===== src/rtl/coin_input_conditioner_pkg.sv =====
// coin_pkg: shared widths, default credit values and types for the coin input conditioner.
package coin_pkg;
  localparam int NUM_CH = 3;
  localparam int AMT_W = 7;
  localparam int PEND_W = 2;
  localparam int VAL0_DEF = 5;
  localparam int VAL1_DEF = 10;
  localparam int VAL2_DEF = 20;
  typedef logic [AMT_W-1:0] credit_t;
  typedef logic [PEND_W-1:0] pend_t;
  localparam pend_t PEND_MAX = '1;
endpackage


===== src/rtl/coin_input_conditioner_debounce.sv =====
// debounce_channel: 2-FF synchronizer, debouncer with init suppression, registered rising-edge pulse.
module debounce_channel #(
  parameter int DEBOUNCE_CYCLES = 1000000
) (
  input  logic clk,
  input  logic rst,
  input  logic raw,
  output logic level,
  output logic rise
);
  localparam int CW = $clog2(DEBOUNCE_CYCLES);
  logic s1, s2, last, init, armed, level_d;
  logic [CW-1:0] cnt;
  logic done;
  assign done = cnt == CW'(DEBOUNCE_CYCLES - 1);
  // Before init, wait for any steady sync level and adopt it silently, so a switch held through reset never credits.
  always_ff @(posedge clk or negedge rst)
    if (!rst) begin
      s1 <= 1'b0;
      s2 <= 1'b0;
      last <= 1'b0;
      init <= 1'b0;
      armed <= 1'b0;
      level <= 1'b0;
      level_d <= 1'b0;
      rise <= 1'b0;
      cnt <= '0;
    end else begin
      s1 <= raw;
      s2 <= s1;
      last <= s2;
      level_d <= level;
      armed <= init;
      rise <= level & ~level_d & armed;
      if (!init) begin
        if (s2 != last) cnt <= '0;
        else if (done) begin
          level <= s2;
          init <= 1'b1;
          cnt <= '0;
        end else cnt <= cnt + 1'b1;
      end else if (s2 == level) cnt <= '0;
      else if (done) begin
        level <= s2;
        cnt <= '0;
      end else cnt <= cnt + 1'b1;
    end
endmodule


===== src/rtl/coin_input_conditioner.sv =====
// coin_input_conditioner: debounces coin switches, queues presses per channel, hands out credits by priority.
module coin_input_conditioner
  import coin_pkg::*;
#(
  parameter int DEBOUNCE_CYCLES = 1000000,
  parameter int VAL0 = VAL0_DEF,
  parameter int VAL1 = VAL1_DEF,
  parameter int VAL2 = VAL2_DEF
) (
  input  logic              clk,
  input  logic              rst,
  input  logic [NUM_CH-1:0] sw,
  input  logic              clear,
  input  logic              credit_ready,
  output logic              credit_valid,
  output credit_t           credit_amount,
  output logic [NUM_CH-1:0] sw_level,
  output logic              overflow
);
  localparam credit_t VALS [NUM_CH] = '{credit_t'(VAL0), credit_t'(VAL1), credit_t'(VAL2)};
  logic [NUM_CH-1:0] rise, pick, deq, drop;
  pend_t [NUM_CH-1:0] pend;
  credit_t amt;
  logic load;
  for (genvar i = 0; i < NUM_CH; i++) begin : g_ch
    debounce_channel #(.DEBOUNCE_CYCLES(DEBOUNCE_CYCLES)) u_db (
      .clk(clk),
      .rst(rst),
      .raw(sw[i]),
      .level(sw_level[i]),
      .rise(rise[i])
    );
  end
  assign load = !credit_valid || credit_ready;
  assign deq = (load && !clear) ? pick : '0;
  // Lowest index wins: scan downwards so the last hit is the highest priority.
  always_comb begin
    pick = '0;
    amt = credit_amount;
    drop = '0;
    for (int c = NUM_CH - 1; c >= 0; c--)
      if (pend[c] != '0) begin
        pick = '0;
        pick[c] = 1'b1;
        amt = VALS[c];
      end
    for (int c = 0; c < NUM_CH; c++)
      drop[c] = rise[c] && !deq[c] && !clear && pend[c] == PEND_MAX;
  end
  always_ff @(posedge clk or negedge rst)
    if (!rst) begin
      pend <= '0;
      overflow <= 1'b0;
    end else begin
      for (int c = 0; c < NUM_CH; c++)
        if (clear) pend[c] <= '0;
        else if (rise[c] && !deq[c] && pend[c] != PEND_MAX) pend[c] <= pend[c] + 1'b1;
        else if (deq[c] && !rise[c]) pend[c] <= pend[c] - 1'b1;
      if (|drop) overflow <= 1'b1;
    end
  always_ff @(posedge clk or negedge rst)
    if (!rst) begin
      credit_valid <= 1'b0;
      credit_amount <= '0;
    end else if (clear) credit_valid <= 1'b0;
    else if (load) begin
      credit_valid <= |pick;
      credit_amount <= amt;
    end
endmodule


===== config.mk =====
export PLATFORM = sky130hd
export DESIGN_NAME = coin_input_conditioner
export DESIGN_NICKNAME = d
export VERILOG_FILES = /design/src/rtl/coin_input_conditioner_pkg.sv /design/src/rtl/coin_input_conditioner_debounce.sv /design/src/rtl/coin_input_conditioner.sv
export SDC_FILE = /design/constraint.sdc
export NUM_CORES = 1
export LEC_CHECK = 0
export CAP_MARGIN = 10
export CORE_MARGIN = 5
export CORE_UTILIZATION = 25
export DETAILED_ROUTE_END_ITERATION = 8
export HOLD_SLACK_MARGIN = 0.08
export SYNTH_ARGS = -nofsm -noshare
export SYNTH_HDL_FRONTEND = slang
export SYNTH_SLANG_ARGS = --single-unit

===== constraint.sdc =====
create_clock -name clk -period 1.9 [get_ports clk]
set_clock_uncertainty 0.2 [all_clocks]
set_input_delay 0.38 -clock clk [delete_from_list [all_inputs] [get_ports clk]]
set_output_delay 0.38 -clock clk [all_outputs]
set_load 0.05 [all_outputs]

==> flow_metrics.tcl <==
set metrics [dict create \
    status "complete, no violations" \
    crit_slowest_cell "dfrtp_1" \
    layout_common_cells "93 x dfrtp_1, 67 x buf_4, 50 x nor2_1" \
    syn2layout_area_growth_pct 29.04 \
    cts_tree "yes" \
    rsz0062_at_grt "true" \
    grt-ovfl-total 0 \
    min_period_over_period_pct 99.93 \
    drtIter0Drc 227 \
    path_clk_slew_ns 0.07 \
    power.density_nw_per_um2 748.5 \
    place_ws_ns -0.2273 \
    avgSynthCellArea_um2 10.14 \
    period_needed_ns 1.899 \
    cp_max_fo 2 \
    antenna_found_initial 0 \
    max_cap_violations 0 \
    syn_inst 447 \
    routabilityCongestion 0.7668 \
    endpoint_kind "flip-flop" \
    arrival_ns 1.93 \
    grt_pass1_vias 3572 \
    path_cells "nor4_2 -> nand4_1 -> nor4bb_2 -> mux2_1" \
    dr.pass1.iters 4 \
    num_antenna_cells 0 \
    synth_flop_cell "dfrtp_1" \
    hold_slack_ns 0.1480 \
    ctsHtreeMaxLevel 3 \
    root_buffer "clkbuf_16" \
    die_w_um 144.6 \
    port_buffers 16 \
    cts_buffer_depth 2 \
    avgViaCountPerCell 4.730 \
    die_h_um 144.6 \
    finalNonFillerCells 752 \
    synth.distinct_cells 49 \
    final_common_cell "dfrtp_1" \
    slew_viol_final 0 \
    final_cell_area_um2 5848 \
    die_area_um2 20920 \
    hp-class "reg -> reg" \
    setup_ws_ns 0.001392 \
    drive_gt1_share_pct 22.75 \
    detailed_place.area_um2 5376 \
    grt_pass1_wl_um 16350 \
    hold_viol 0 \
    grt_max_degree 32 \
    vdd_drop_max_mv 0.8547 \
    cp_slowest_stage_delay_ns 0.40 \
    hpwl_um 6667 \
    core-area_um2 17900 \
    dp_cells 730 \
    required_ns 1.93 \
    clock_latency_ns 0.35 \
    async_flop_share_pct 100.0 \
    cts.sinks 96 \
    ys_seq_area_share_pct 53.01 \
    ys.warnings.count 0 \
    worstSetupPathType "reg -> reg" \
    synth-seq-cells 96 \
    crit_family "simple AND/OR/NAND/NOR gates" \
    setup_viol 0 \
    final_nets 528 \
    max_freq_ghz 0.5267 \
    track_usage_pct 9.620 \
    drt_wl_total_um 9562 \
    num_rows 49 \
    synth_edf_count 0 \
    start_util_pct 25.31 \
    critical_path_buf_inv_count 0 \
    synth_area_um2 4532 \
    critPathLaunchType "flip-flop" \
    vias 3557 \
    drtAntennaViolNets 0 \
    wl_per_cell_um 12.72 \
    numCtsBuffers 9 \
    num_io_pins 19 \
    drc 0 \
    leakage_nw 2.562 \
]
## worst register-to-register path, stage by stage (launching register included)
cell and delay [ns]:
dfrtp_1 0.40, nor4_2 0.31, nand4_1 0.21, nor4bb_2 0.32
mux2_1 0.35
## routing by layer
metal | wire [µm] | track usage (%)
met1 | 4256 | 11.47
met2 | 4777 | 16.26
met3 | 351 | 3.075
met5 | 0 | 0
met4 | 177 | 3.535
## power by group
part	switching [mW]	leakage, nW	internal [mW]	total (mW)
registers	0.0430	1.30	2.10	2.14
clock network	0.793	0.141	1.02	1.81
logic	0.259	1.12	0.162	0.421
total	1.10	2.56	3.28	4.38
## state kept, by name, summed over array words and instances, names as in the netlist
name and flops:
g_ch.u_db.s2 3, pend 6, g_ch.u_db.rise 3, g_ch.u_db.armed 3
g_ch.u_db.cnt 60, credit_valid 1, credit_amount 4, g_ch.u_db.last 3
g_ch.u_db.level_d 3, g_ch.u_db.s1 3, g_ch.u_db.level 3, overflow 1
g_ch.u_db.init 3
## timing repair
| item | 4_1_cts | 5_1_grt |
|---|---|---|
| setup buffers | 1 | 4 |
| pin swaps | 3 | 9 |
| hold endpoints to repair | 25 | 0 |
| gates cloned | 0 | 0 |
| gates resized for setup | 3 | 23 |
| setup endpoints to repair | 3 | 63 |
| hold buffers | 1 | 0 |
## cell type report
class	instances	area [µm²]
clock inverters	7	72.57
flip-flops and latches	96	2406
well taps	229	286.5
multi-input cells	319	2107
inverters	12	45.04
clock buffers	9	225.2
repair buffers	80	705.7
fillers	1799	12050
## kinds of logic (layout without fill, tap and decap cells)
group                    count (synthesis)  after routing  synth area share, %
adder cells (fa/ha/maj)                  3              3               0.8284
XOR/XNOR                                38             38                7.344
other                                    1              2              0.08275
AO/OA/AOI/OAI                           78             78                10.57
AND/OR/NAND/NOR                        194            194                23.80
flip-flops                              96             96                53.01
buffers and inverters                   33            108                3.368
multiplexers                             4              4               0.9939
## path summary, 6_finish.rpt
kind                                                start                        endpoint  slack (ns)  depth (start not counted)
setup / recovery           g_ch[2].u_db.cnt[11]$_DFF_PN0_  g_ch[2].u_db.level$_DFFE_PN0P_       0.001                          4
hold / removal                  g_ch[0].u_db.s1$_DFF_PN0_       g_ch[0].u_db.s2$_DFF_PN0_        0.15                          0
setup reg to reg           g_ch[2].u_db.cnt[11]$_DFF_PN0_  g_ch[2].u_db.level$_DFFE_PN0P_       0.001                          4
hold reg to reg                 g_ch[0].u_db.s1$_DFF_PN0_       g_ch[0].u_db.s2$_DFF_PN0_        0.15                          0
max in group asynchronous                             rst             pend[1]$_DFFE_PN0P_        0.66                          3
min in group asynchronous                             rst     g_ch[2].u_db.init$_DFF_PN0_        0.30                          2
## per-stage QoR
step | TNS (ns) | power (mW) | utilization, %
6_report | 0 | 4.377 | 32.67
5_1_grt | -0.6213 | 4.543 | 32.67
4_1_cts | -0.002099 | 4.430 | 31.90
3_5_place_dp | -1.379 | 2.602 | 30.03
3_3_place_gp | -0.7938 | 2.588 | 30.03
2_1_floorplan | 0 | 2.405 | -
## synthesized netlist by cell type, types with 4 or more instances
| cell | count | area share, % |
|---|---|---|
| nor3_1 | 4 | 0.44 |
| clkbuf_1 | 12 | 0.99 |
| o21ai_0 | 19 | 2.1 |
| or3_1 | 16 | 2.2 |
| o21ai_1 | 4 | 0.44 |
| nor4b_1 | 6 | 1.2 |
| or4_1 | 4 | 0.66 |
| nand3_1 | 23 | 2.5 |
| xnor2_1 | 12 | 2.3 |
| nor2_1 | 50 | 4.1 |
| nand2_1 | 22 | 1.8 |
| and3_1 | 12 | 1.7 |
| and4_1 | 7 | 1.4 |
| mux2_1 | 4 | 0.99 |
| nor4_1 | 5 | 0.69 |
| a21oi_1 | 28 | 3.1 |
| a21o_1 | 5 | 0.83 |
| dfrtp_1 | 96 | 53 |
| buf_4 | 7 | 1.2 |
| inv_1 | 11 | 0.91 |
| o31ai_1 | 8 | 1.3 |
| nand4_1 | 18 | 2.5 |
| xor2_1 | 26 | 5.0 |
| and2_1 | 7 | 0.97 |
No activity file was read; power rests on OpenSTA's default activity.
